===== src/rtl/sd_req_arbiter_if.sv =====
// sd_req_arbiter_if: per-drive SD request bundle plus host SD channel signals.
interface sd_req_arbiter_if #(parameter int NUM_CH = 3);
  logic [NUM_CH-1:0]    ch_rd, ch_wr, ch_ack, ch_buff_wr;
  logic [32*NUM_CH-1:0] ch_lba;
  logic [8*NUM_CH-1:0]  ch_buff_din;
  logic                 sd_rd, sd_wr, sd_ack, sd_buff_wr, busy, timeout_err;
  logic [31:0]          sd_lba;
  logic [7:0]           sd_buff_din;
  logic [1:0]           grant;
  modport slave (
    input  ch_rd, ch_wr, ch_lba, ch_buff_din, sd_ack, sd_buff_wr,
    output ch_ack, ch_buff_wr, sd_rd, sd_wr, sd_lba, sd_buff_din, grant, busy, timeout_err
  );
  modport master (
    output ch_rd, ch_wr, ch_lba, ch_buff_din, sd_ack, sd_buff_wr,
    input  ch_ack, ch_buff_wr, sd_rd, sd_wr, sd_lba, sd_buff_din, grant, busy, timeout_err
  );
endinterface


===== src/rtl/sd_req_arbiter.sv =====
// sd_req_arbiter: round-robin mux of per-drive SD block requests onto one host channel.
// Optional watchdog abort enabled by defining SD_ARB_TIMEOUT_EN.
module sd_req_arbiter #(
  parameter int NUM_CH  = 3,
  parameter int TIMEOUT = 1048576
) (
  input logic             clk_sys,
  input logic             reset_n,
  sd_req_arbiter_if.slave bus
);
  typedef enum logic [1:0] {IDLE, REQ, XFER, DONE} state_t;
  state_t      r_state, w_state;
  logic [1:0]  r_last, w_last, r_grant, w_grant, w_sel, w_idx;
  logic        r_rd, w_rd, r_wr, w_wr, r_ack_d, w_found, w_tmo, w_act;
  logic [31:0] r_lba, w_lba;
  logic [3:0]  w_rd4, w_wr4, w_pend4, w_ack4, w_bwr4;
  assign w_rd4   = 4'(bus.ch_rd);
  assign w_wr4   = 4'(bus.ch_wr);
  assign w_pend4 = w_rd4 | w_wr4;
  assign w_act   = r_state == REQ || r_state == XFER;
  // Search begins one past the last served channel so every requester gets a turn.
  always_comb begin
    w_found = 1'b0;
    w_sel   = r_last;
    w_idx   = 2'd0;
    for (int k = 1; k <= NUM_CH; k++) begin
      w_idx = 2'((int'(r_last) + k) % NUM_CH);
      if (!w_found && w_pend4[w_idx]) begin
        w_found = 1'b1;
        w_sel   = w_idx;
      end
    end
  end
`ifdef SD_ARB_TIMEOUT_EN
  logic [20:0] r_cnt;
  logic        r_tmo;
  assign w_tmo = w_act && r_cnt == 21'(TIMEOUT - 1);
  always_ff @(posedge clk_sys)
    if (!reset_n) begin
      r_cnt <= '0;
      r_tmo <= 1'b0;
    end else begin
      r_cnt <= (r_state == IDLE && w_found) ? '0 : w_act ? r_cnt + 21'd1 : r_cnt;
      r_tmo <= w_tmo;
    end
  assign bus.timeout_err = r_tmo;
`else
  assign w_tmo           = 1'b0;
  assign bus.timeout_err = 1'b0;
`endif
  always_comb begin
    w_state = r_state;
    w_last  = r_last;
    w_grant = r_grant;
    w_rd    = r_rd;
    w_wr    = r_wr;
    w_lba   = r_lba;
    case (r_state)
      IDLE: if (w_found) begin
        w_state = REQ;
        w_grant = w_sel;
        w_lba   = bus.ch_lba[{w_sel, 5'b0} +: 32];
        w_rd    = w_rd4[w_sel];
        w_wr    = !w_rd4[w_sel] && w_wr4[w_sel];
      end
      REQ: if (bus.sd_ack && !r_ack_d) begin
        w_state = XFER;
        w_rd    = 1'b0;
        w_wr    = 1'b0;
      end
      XFER: w_state = (!bus.sd_ack && r_ack_d) ? DONE : XFER;
      default: begin
        w_state = IDLE;
        w_last  = r_grant;
      end
    endcase
    if (w_tmo) begin
      w_state = DONE;
      w_rd    = 1'b0;
      w_wr    = 1'b0;
    end
  end
  always_ff @(posedge clk_sys)
    if (!reset_n) begin
      r_state <= IDLE;
      r_last  <= 2'(NUM_CH - 1);
      r_grant <= 2'd0;
      r_rd    <= 1'b0;
      r_wr    <= 1'b0;
      r_lba   <= '0;
      r_ack_d <= 1'b0;
    end else begin
      r_state <= w_state;
      r_last  <= w_last;
      r_grant <= w_grant;
      r_rd    <= w_rd;
      r_wr    <= w_wr;
      r_lba   <= w_lba;
      r_ack_d <= bus.sd_ack;
    end
  assign w_ack4          = 4'(bus.sd_ack) << r_grant;
  assign w_bwr4          = 4'(bus.sd_buff_wr) << r_grant;
  assign bus.ch_ack      = w_act ? NUM_CH'(w_ack4) : '0;
  assign bus.ch_buff_wr  = w_act ? NUM_CH'(w_bwr4) : '0;
  assign bus.sd_buff_din = bus.ch_buff_din[{r_grant, 3'b0} +: 8];
  assign bus.sd_rd       = r_rd;
  assign bus.sd_wr       = r_wr;
  assign bus.sd_lba      = r_lba;
  assign bus.grant       = r_grant;
  assign bus.busy        = r_state != IDLE;
endmodule


===== src/flat_wrapper.sv =====
// flat-port wrapper written by rule: the top's interface ports become plain ports
module sd_req_arbiter_flat 
#(
  parameter int NUM_CH  = 3,
  parameter int TIMEOUT = 1048576
)
  (clk_sys, reset_n, bus_ch_rd, bus_ch_wr, bus_ch_lba, bus_ch_buff_din, bus_sd_ack, bus_sd_buff_wr, bus_ch_ack, bus_ch_buff_wr, bus_sd_rd, bus_sd_wr, bus_sd_lba, bus_sd_buff_din, bus_grant, bus_busy, bus_timeout_err);
  sd_req_arbiter_if #(.NUM_CH(NUM_CH)) bus_i ();
  input logic clk_sys;
  input logic reset_n;
  input wire logic [$bits(bus_i.ch_rd)-1:0] bus_ch_rd;
  input wire logic [$bits(bus_i.ch_wr)-1:0] bus_ch_wr;
  input wire logic [$bits(bus_i.ch_lba)-1:0] bus_ch_lba;
  input wire logic [$bits(bus_i.ch_buff_din)-1:0] bus_ch_buff_din;
  input wire logic [$bits(bus_i.sd_ack)-1:0] bus_sd_ack;
  input wire logic [$bits(bus_i.sd_buff_wr)-1:0] bus_sd_buff_wr;
  output wire logic [$bits(bus_i.ch_ack)-1:0] bus_ch_ack;
  output wire logic [$bits(bus_i.ch_buff_wr)-1:0] bus_ch_buff_wr;
  output wire logic [$bits(bus_i.sd_rd)-1:0] bus_sd_rd;
  output wire logic [$bits(bus_i.sd_wr)-1:0] bus_sd_wr;
  output wire logic [$bits(bus_i.sd_lba)-1:0] bus_sd_lba;
  output wire logic [$bits(bus_i.sd_buff_din)-1:0] bus_sd_buff_din;
  output wire logic [$bits(bus_i.grant)-1:0] bus_grant;
  output wire logic [$bits(bus_i.busy)-1:0] bus_busy;
  output wire logic [$bits(bus_i.timeout_err)-1:0] bus_timeout_err;
  assign bus_i.ch_rd = bus_ch_rd;
  assign bus_i.ch_wr = bus_ch_wr;
  assign bus_i.ch_lba = bus_ch_lba;
  assign bus_i.ch_buff_din = bus_ch_buff_din;
  assign bus_i.sd_ack = bus_sd_ack;
  assign bus_i.sd_buff_wr = bus_sd_buff_wr;
  assign bus_ch_ack = bus_i.ch_ack;
  assign bus_ch_buff_wr = bus_i.ch_buff_wr;
  assign bus_sd_rd = bus_i.sd_rd;
  assign bus_sd_wr = bus_i.sd_wr;
  assign bus_sd_lba = bus_i.sd_lba;
  assign bus_sd_buff_din = bus_i.sd_buff_din;
  assign bus_grant = bus_i.grant;
  assign bus_busy = bus_i.busy;
  assign bus_timeout_err = bus_i.timeout_err;
  sd_req_arbiter #(.NUM_CH(NUM_CH), .TIMEOUT(TIMEOUT)) u_core (.clk_sys(clk_sys), .reset_n(reset_n), .bus(bus_i));
endmodule

===== config.mk =====
export PLATFORM = sky130hd
export DESIGN_NAME = sd_req_arbiter_flat
export DESIGN_NICKNAME = d
export VERILOG_FILES = /design/src/rtl/sd_req_arbiter_if.sv /design/src/rtl/sd_req_arbiter.sv /design/src/flat_wrapper.sv
export SDC_FILE = /design/constraint.sdc
export NUM_CORES = 1
export LEC_CHECK = 0
export ABC_AREA = 1
export BUFFER_PORTS_ARGS = -buffer_cell sky130_fd_sc_hd__buf_4
export CORE_MARGIN = 4
export CORE_UTILIZATION = 43
export CTS_BUF_LIST = sky130_fd_sc_hd__clkbuf_16
export CTS_CLUSTER_DIAMETER = 120
export DETAILED_ROUTE_END_ITERATION = 12
export PLACE_DENSITY = 0.81
export SYNTH_ARGS = -nofsm -noshare
export SYNTH_HDL_FRONTEND = slang
export SYNTH_SLANG_ARGS = --single-unit

===== constraint.sdc =====
create_clock -name clk_sys -period 2.7 [get_ports clk_sys]
set_input_delay 0.27 -clock clk_sys [delete_from_list [all_inputs] [get_ports clk_sys]]
set_output_delay 0.27 -clock clk_sys [all_outputs]
set_load 0.01 [all_outputs]

==> results of run 1 <==
-- metrics by stage --
stage               util [%]  hold WS, ns
floorplan                  -        0.363
global placement        65.9        0.466
detailed placement      65.9        0.470
CTS                     68.4        0.189
finish                  69.3        0.191
global route            69.3        0.195
-- worst paths after layout --
check	endpoint	slack (ns)	start	depth (start not counted)
worst max register to register	u_core.bus.sd_lba[2]	0.27	u_core.r_last[0]	15
worst min-delay path	u_core.r_ack_d	0.19	bus_sd_ack	3
worst max-delay path	u_core.bus.sd_lba[2]	0.27	u_core.r_last[0]	15
worst min register to register	u_core.bus.sd_rd	0.48	u_core.bus.sd_rd	2
-- cells in the mapped netlist --
library cell	n	share of area, %
nand2_1	70	9.2
inv_1	60	7.9
a21oi_1	50	8.8
o21ai_0	49	8.6
dfxtp_1	41	29
nand3_1	39	6.9
a31oi_1	31	6.8
nor2_1	20	2.6
o21ai_1	20	3.5
clkbuf_1	14	1.8
buf_2	10	1.8
or2_2	10	2.2
ha_1	9	4.0
buf_4	5	1.3
nand2_2	5	1.1
nor3_1	3	0.53
buf_6	2	0.79
inv_2	2	0.26
o211ai_1	2	0.53
conb_1	1	0.13
nand2_4	1	0.40
nand3_4	1	0.62
nand4_1	1	0.22
nor2_2	1	0.22
o21ai_2	1	0.31
o21ai_4	1	0.57
-- final cells by class --
| type | instances | area share, % |
|---|---|---|
| clock buffer | 5 | 2.83 |
| clock inverter | 2 | 0.792 |
| tap | 77 | 2.18 |
| inverter | 62 | 5.43 |
| timing repair inverter | 1 | 0.170 |
| sequential | 41 | 18.6 |
| timing repair buffer | 192 | 32.9 |
| multi-input combinational | 315 | 37.2 |
-- cell usage in the layout, fill, tap and decap left out, types with 2 or more instances in the layout --
master,count
inv_1,58
buf_4,191
a31oi_1,31
nand3_1,39
o21ai_1,20
dfxtp_1,41
o21ai_0,49
nor3_1,3
o211ai_1,2
or2_2,10
a21oi_1,50
ha_1,8
nand2_2,6
clkinvlp_4,3
nor2_1,20
nand2_1,69
inv_2,2
clkbuf_16,5
-- sequential cells by signal, indices dropped and copies added, names as in the netlist --
name	cells
u_core.r_state	2
u_core.bus.sd_rd	1
u_core.bus.grant	2
u_core.bus.sd_lba	32
u_core.bus.sd_wr	1
u_core.r_ack_d	1
u_core.r_last	2
-- metal layers --
metal | vias to the layer above | track usage (%)
li1 | 1843 | -
met1 | 1656 | 26.8
met2 | 227 | 42.2
met3 | 23 | 7.19
met4 | 0 | 6.90
met5 | - | 0
-- worst max-delay path: cells and delay by family (launching register included) --
| family | cells | cell delay [ns] |
|---|---|---|
| AOI/OAI and AO/OA | 2 | 0.25 |
| adders and majority gates | 1 | 0.26 |
| buffers and inverters | 5 | 0.77 |
| DFF | 1 | 0.34 |
| and+or+nand+nor | 7 | 0.70 |
-- cells by family after synthesis --
kind of cell,count (synthesis),synth area share (%)
compound gates,154,29.2
fa+ha+maj,9,3.96
buf+inv,93,13.9
flops,41,28.8
other cells,1,0.132
simple gates,151,24.0
-- repair_timing --
action,CTS,global route
gates resized for setup,0,6
endpoints found under the setup margin,0,34
buffers inserted,0,3
-- power breakdown --
part,leakage (nW),switching (mW),internal [mW]
registers,0.340,0.184,0.873
logic,1.86,1.86,1.37
clock network,0.0797,0.234,0.429
total,2.28,2.28,2.67
==> metrics.txt, run 1 <==
outcome finished, final reports clean; initial DRC count 248; Setup WS post-layout 0.268 ns; FF/Latch Area 821 um2; H-tree levels 2; setup_tns 0 ns; crit path time final 2.43 ns; CORE AREA 6390 um2; metal3 WL 1400 um; slowest stage cell, crit path dfxtp_1; Max-Cap Viols 0; sequential element share of the synthesized area 28.8%; Setup crit start kind flip-flop; Post-DP Area 4210 um2; Placer Congestion 0.811; syn_nets 588; Critical Path Sink Type flip-flop; die width 89.3 um; CTS tree done; layout cells sized above 1 36.6%; Leak Pwr 2.28 nW; die height 89.3 um; Syn Inst Count 449; GR Util All Layers 23.6%; area of the multi-input gates 1640 um2; Post-Syn Area per Cell 6.34 um2; cell breakdown of the critical path inv_1, ha_1, inv_1, nand2_1, nand2_1, nand2_1, nand2_1, nand3_4, inv_2, nand2_4, nand2_2, clkinvlp_4, buf_4, a31oi_1, a21oi_1; Area Overhead vs Synth 55.5%; gr ovfl total 0; clock skew 0.00600 ns; deepest clock path buffer count 2; kind of critical path reg -> reg; CP max stage delay 0.34 ns; initial antenna violation count 0; CP arrival 2.60 ns; die footprint 7980 um2; insertion delay to the later sink of the worst-skew pair 0.28 ns; Worst Max-Slew Pin Slew 0.526 ns; Worst VDD drop 0.706 mV; fin nets 757; FF+latch count, synth 41; starting density of the core 44.6%; met1 WL 3580 um; yosys synthesis warning count 0; drt pass-1 iters 5; worst-path fanout max 14; # diodes 0; Vias/cell 5.39; Hold Crit Class in -> reg; io pins 182; Setup Slack @ Placement 0.130 ns; # port buffers 180; pin count of the biggest net entering global routing 67; post-route ant nets 0; Design Power 4.95 mW; Achievable Freq 411 MHz; Hold Buf Count CTS 0; Fin. Hold Viols 0; global-route wire length before repair 14900 um; final count of pins violating max slew 0; wire length on met2 5150 um; RSZ-0062 raised after global routing no; Routed WL 10300 um; via count 3749; post-route cell area 4420 um2; cell mode on critical path nand2_1; synthesized area 2850 um2; final setup fails 0; clock root buffer clkbuf_16; Max transition margin 64.9%; Synth cell types 26; WL per Instance 14.9 um; TritonCTS buffer count 5; PD cells 1120 nW/um2; Sink Count 41; number of global-route vias before repair 3360; non-filler cells, final 695; max layer used met4; Cells after DPL 684; Std-Cell Rows 29; Final Cycle Share 90.1%; Worst EP required 2.87 ns; HPWL after detailed placement 7830 um; clk slew on worst S/H paths 0.06 ns; fillcell total 545; DRC 0
No activity file was read; power rests on OpenSTA's default activity.
==> run 2, diff against run 1 <==
--- a/config.mk
+++ b/config.mk
@@ -5,14 +5,14 @@
 export SDC_FILE = /design/constraint.sdc
 export NUM_CORES = 1
 export LEC_CHECK = 0
-export ABC_AREA = 1
 export BUFFER_PORTS_ARGS = -buffer_cell sky130_fd_sc_hd__buf_4
 export CORE_MARGIN = 4
-export CORE_UTILIZATION = 43
+export CORE_UTILIZATION = 46
 export CTS_BUF_LIST = sky130_fd_sc_hd__clkbuf_16
 export CTS_CLUSTER_DIAMETER = 120
 export DETAILED_ROUTE_END_ITERATION = 12
-export PLACE_DENSITY = 0.81
+export PLACE_DENSITY = 0.82
+export SKIP_CTS_REPAIR_TIMING = 1
 export SYNTH_ARGS = -nofsm -noshare
 export SYNTH_HDL_FRONTEND = slang
 export SYNTH_SLANG_ARGS = --single-unit
==> metrics.txt, run 2 <==
outcome finished, final reports clean; crit-path leading delay family compound AO/OA/AOI/OAI gates; cell mode on critical path buf_4; top-count cell post-synth o21ai_0; HPWL after detailed placement 8900 um (+14%); Sink Count 41 (unchanged); Achievable Freq 394 MHz (-4.2%); die footprint 8680 um2 (+8.7%); WL per Instance 16.9 um (+14%); CP max stage delay 0.38 ns (+0.04 ns); RSZ-0062 raised after global routing no; FF/Latch Area 822 um2 (+0.15%); io pins 182 (unchanged); GR Util All Layers 25.6% (+2.1 points); kind of critical path reg -> reg; deepest clock path buffer count 2 (unchanged); Final Cycle Share 94.0% (+3.9 points); worst-path fanout max 32 (+18); fin nets 734 (-3.0%); area of the multi-input gates 2220 um2 (+35%); Setup WS post-layout 0.163 ns (-0.105 ns); Worst VDD drop 0.409 mV (-42%); Hold Crit Class in -> reg; yosys synthesis warning count 0 (unchanged); global-route wire length before repair 18300 um (+23%); FF+latch count, synth 41 (unchanged); crit path buf inv count 4 (-1); Setup crit start kind flip-flop; fillcell total 556 (+2.0%); post-synth top area share 24.6% (-4.3 points); initial DRC count 225 (-9.3%); pin count of the biggest net entering global routing 55 (-18%); Synth top cells by count o21ai_0, dfxtp_1, a211oi_1, clkbuf_1; synthesized area 3340 um2 (+17%); Placer Congestion 0.833 (+2.6%); CTS tree done; commonest non-fill, non-tap cells in the layout buf_4, o21ai_0, dfxtp_1; clock root buffer clkbuf_16; die width 93.2 um (+4.3%); starting density of the core 48.3% (+3.8 points); CORE AREA 6910 um2 (+8.2%); Setup Slack @ Placement 0.0158 ns (-0.114 ns); # diodes 0 (unchanged); Critical Path Sink Type flip-flop; number of flip-flops in the largest register 32 (unchanged); final count of pins violating max slew 0 (unchanged); Design Power 4.14 mW (-16%); crit path time final 2.54 ns (+0.105 ns); drt pass-1 iters 5 (unchanged); top cells by area, synth dfxtp_1, a211oi_1, o21ai_0; cell taking the most area after synthesis dfxtp_1; Syn Inst Count 430 (-4.2%); EDFF count, synth 0 (unchanged); Worst EP required 2.87 ns (about the same); Area Overhead vs Synth 50.1%; insertion delay to the later sink of the worst-skew pair 0.29 ns (about the same); via count 4009 (+6.9%); CP arrival 2.71 ns (+0.11 ns); ys flop type dfxtp_1; Synth cell types 57 (+120%); Max transition margin 59.9% (-5.0 points); Leak Pwr 2.21 nW (-3.3%); clk slew on worst S/H paths 0.06 ns (about the same); final setup fails 0 (unchanged); Vias/cell 5.79 (+7.4%); initial antenna violation count 0 (unchanged); Fin. Hold Viols 0 (unchanged); Post-Syn Area per Cell 7.76 um2 (+22%); post-route ant nets 0 (unchanged); most common cell after layout, fill and taps aside buf_4; PD cells 826 nW/um2 (-26%); fraction of registers with async set or reset after synthesis 0% (unchanged); Routed WL 11700 um (+13%); slowest stage cell, crit path dfxtp_2; cell breakdown of the critical path inv_1, ha_1, buf_4, a2111oi_4, buf_4, o32ai_2, o31ai_4, buf_12, mux2i_1, o21ai_1; number of global-route vias before repair 3830 (+14%); gr ovfl total 0 (unchanged); H-tree levels 2 (unchanged); TritonCTS buffer count 5 (unchanged); syn_nets 569 (-3.2%); DRC 0 (unchanged); die height 93.2 um (+4.3%); Max-Cap Viols 0 (unchanged); sequential element share of the synthesized area 24.6% (-4.3 points); Std-Cell Rows 30 (+3.4%); utilization after layout 72.5% (+3.2 points); # port buffers 180 (unchanged); layout cells sized above 1 39.1% (+2.5 points); clock skew 0.00962 ns (+0.00362 ns); Worst Max-Slew Pin Slew 0.600 ns (+0.0738 ns)
## run 2: worst paths after layout
check | startpoint | endpoint | slack, ns | cells past startpoint
setup / recovery | u_core.r_last[0] | u_core.bus.sd_lba[4] | 0.16 | 10
hold / removal | bus_sd_ack | u_core.r_ack_d | 0.23 | 2
setup reg to reg | u_core.r_last[0] | u_core.bus.sd_lba[4] | 0.16 | 10
hold reg to reg | u_core.bus.sd_lba[21] | u_core.bus.sd_lba[21] | 0.51 | 2
## run 2: area by class of cell
class                      instances  area share, %
multi-input combinational        316           44.3
tap                               96           2.40
sequential                        41           16.4
clock buffer                       5           2.50
inverter                          26           1.95
timing repair buffer             205           31.6
clock inverter                     3          0.875
## run 2: layer usage
metal / up-vias / track usage [%] / wire length, um
met2: 200 / 45.2 / 5910
met1: 1828 / 32.0 / 4640
met5: - / 0 / 0
met4: 0 / 7.33 / 214
li1: 1962 / - / -
met3: 19 / 4.34 / 948
## run 2: worst register-to-register path, stage by stage, from the launching register on
cell	delay [ns]
dfxtp_2	0.38
inv_1	0.07
ha_1	0.30
buf_4	0.17
a2111oi_4	0.31
buf_4	0.20
o32ai_2	0.11
o31ai_4	0.28
buf_12	0.24
mux2i_1	0.28
o21ai_1	0.08
## run 2: cell families after synthesis
family	synth area share [%]
multiplexers	6.30
other	0.112
buffers and inverters	9.79
flip-flops	24.6
AO/OA/AOI/OAI	43.5
adder cells (fa/ha/maj)	3.37
AND/OR/NAND/NOR	12.4
## run 2: through the flow
| step | setup TNS [ns] | hold WS, ns | std cells | instance area, um2 |
|---|---|---|---|---|
| after detailed placement | 0 | 0.498 | 682 | 4800 |
| after global routing | 0 | 0.255 | 692 | 5010 |
| after CTS | -0.0425 | 0.228 | 690 | 4970 |
| after floorplan | 0 | 0.392 | 430 | 3340 |
| after global placement | 0 | 0.486 | 682 | 4800 |
| final | 0 | 0.231 | 692 | 5010 |
## run 2: power breakdown
| group | switching [mW] | internal, mW | total [mW] |
|---|---|---|---|
| sequential | 0.166 | 0.879 | 1.05 |
| combinational | 1.28 | 1.12 | 2.40 |
| clock | 0.254 | 0.438 | 0.692 |
| total | 1.70 | 2.44 | 4.14 |
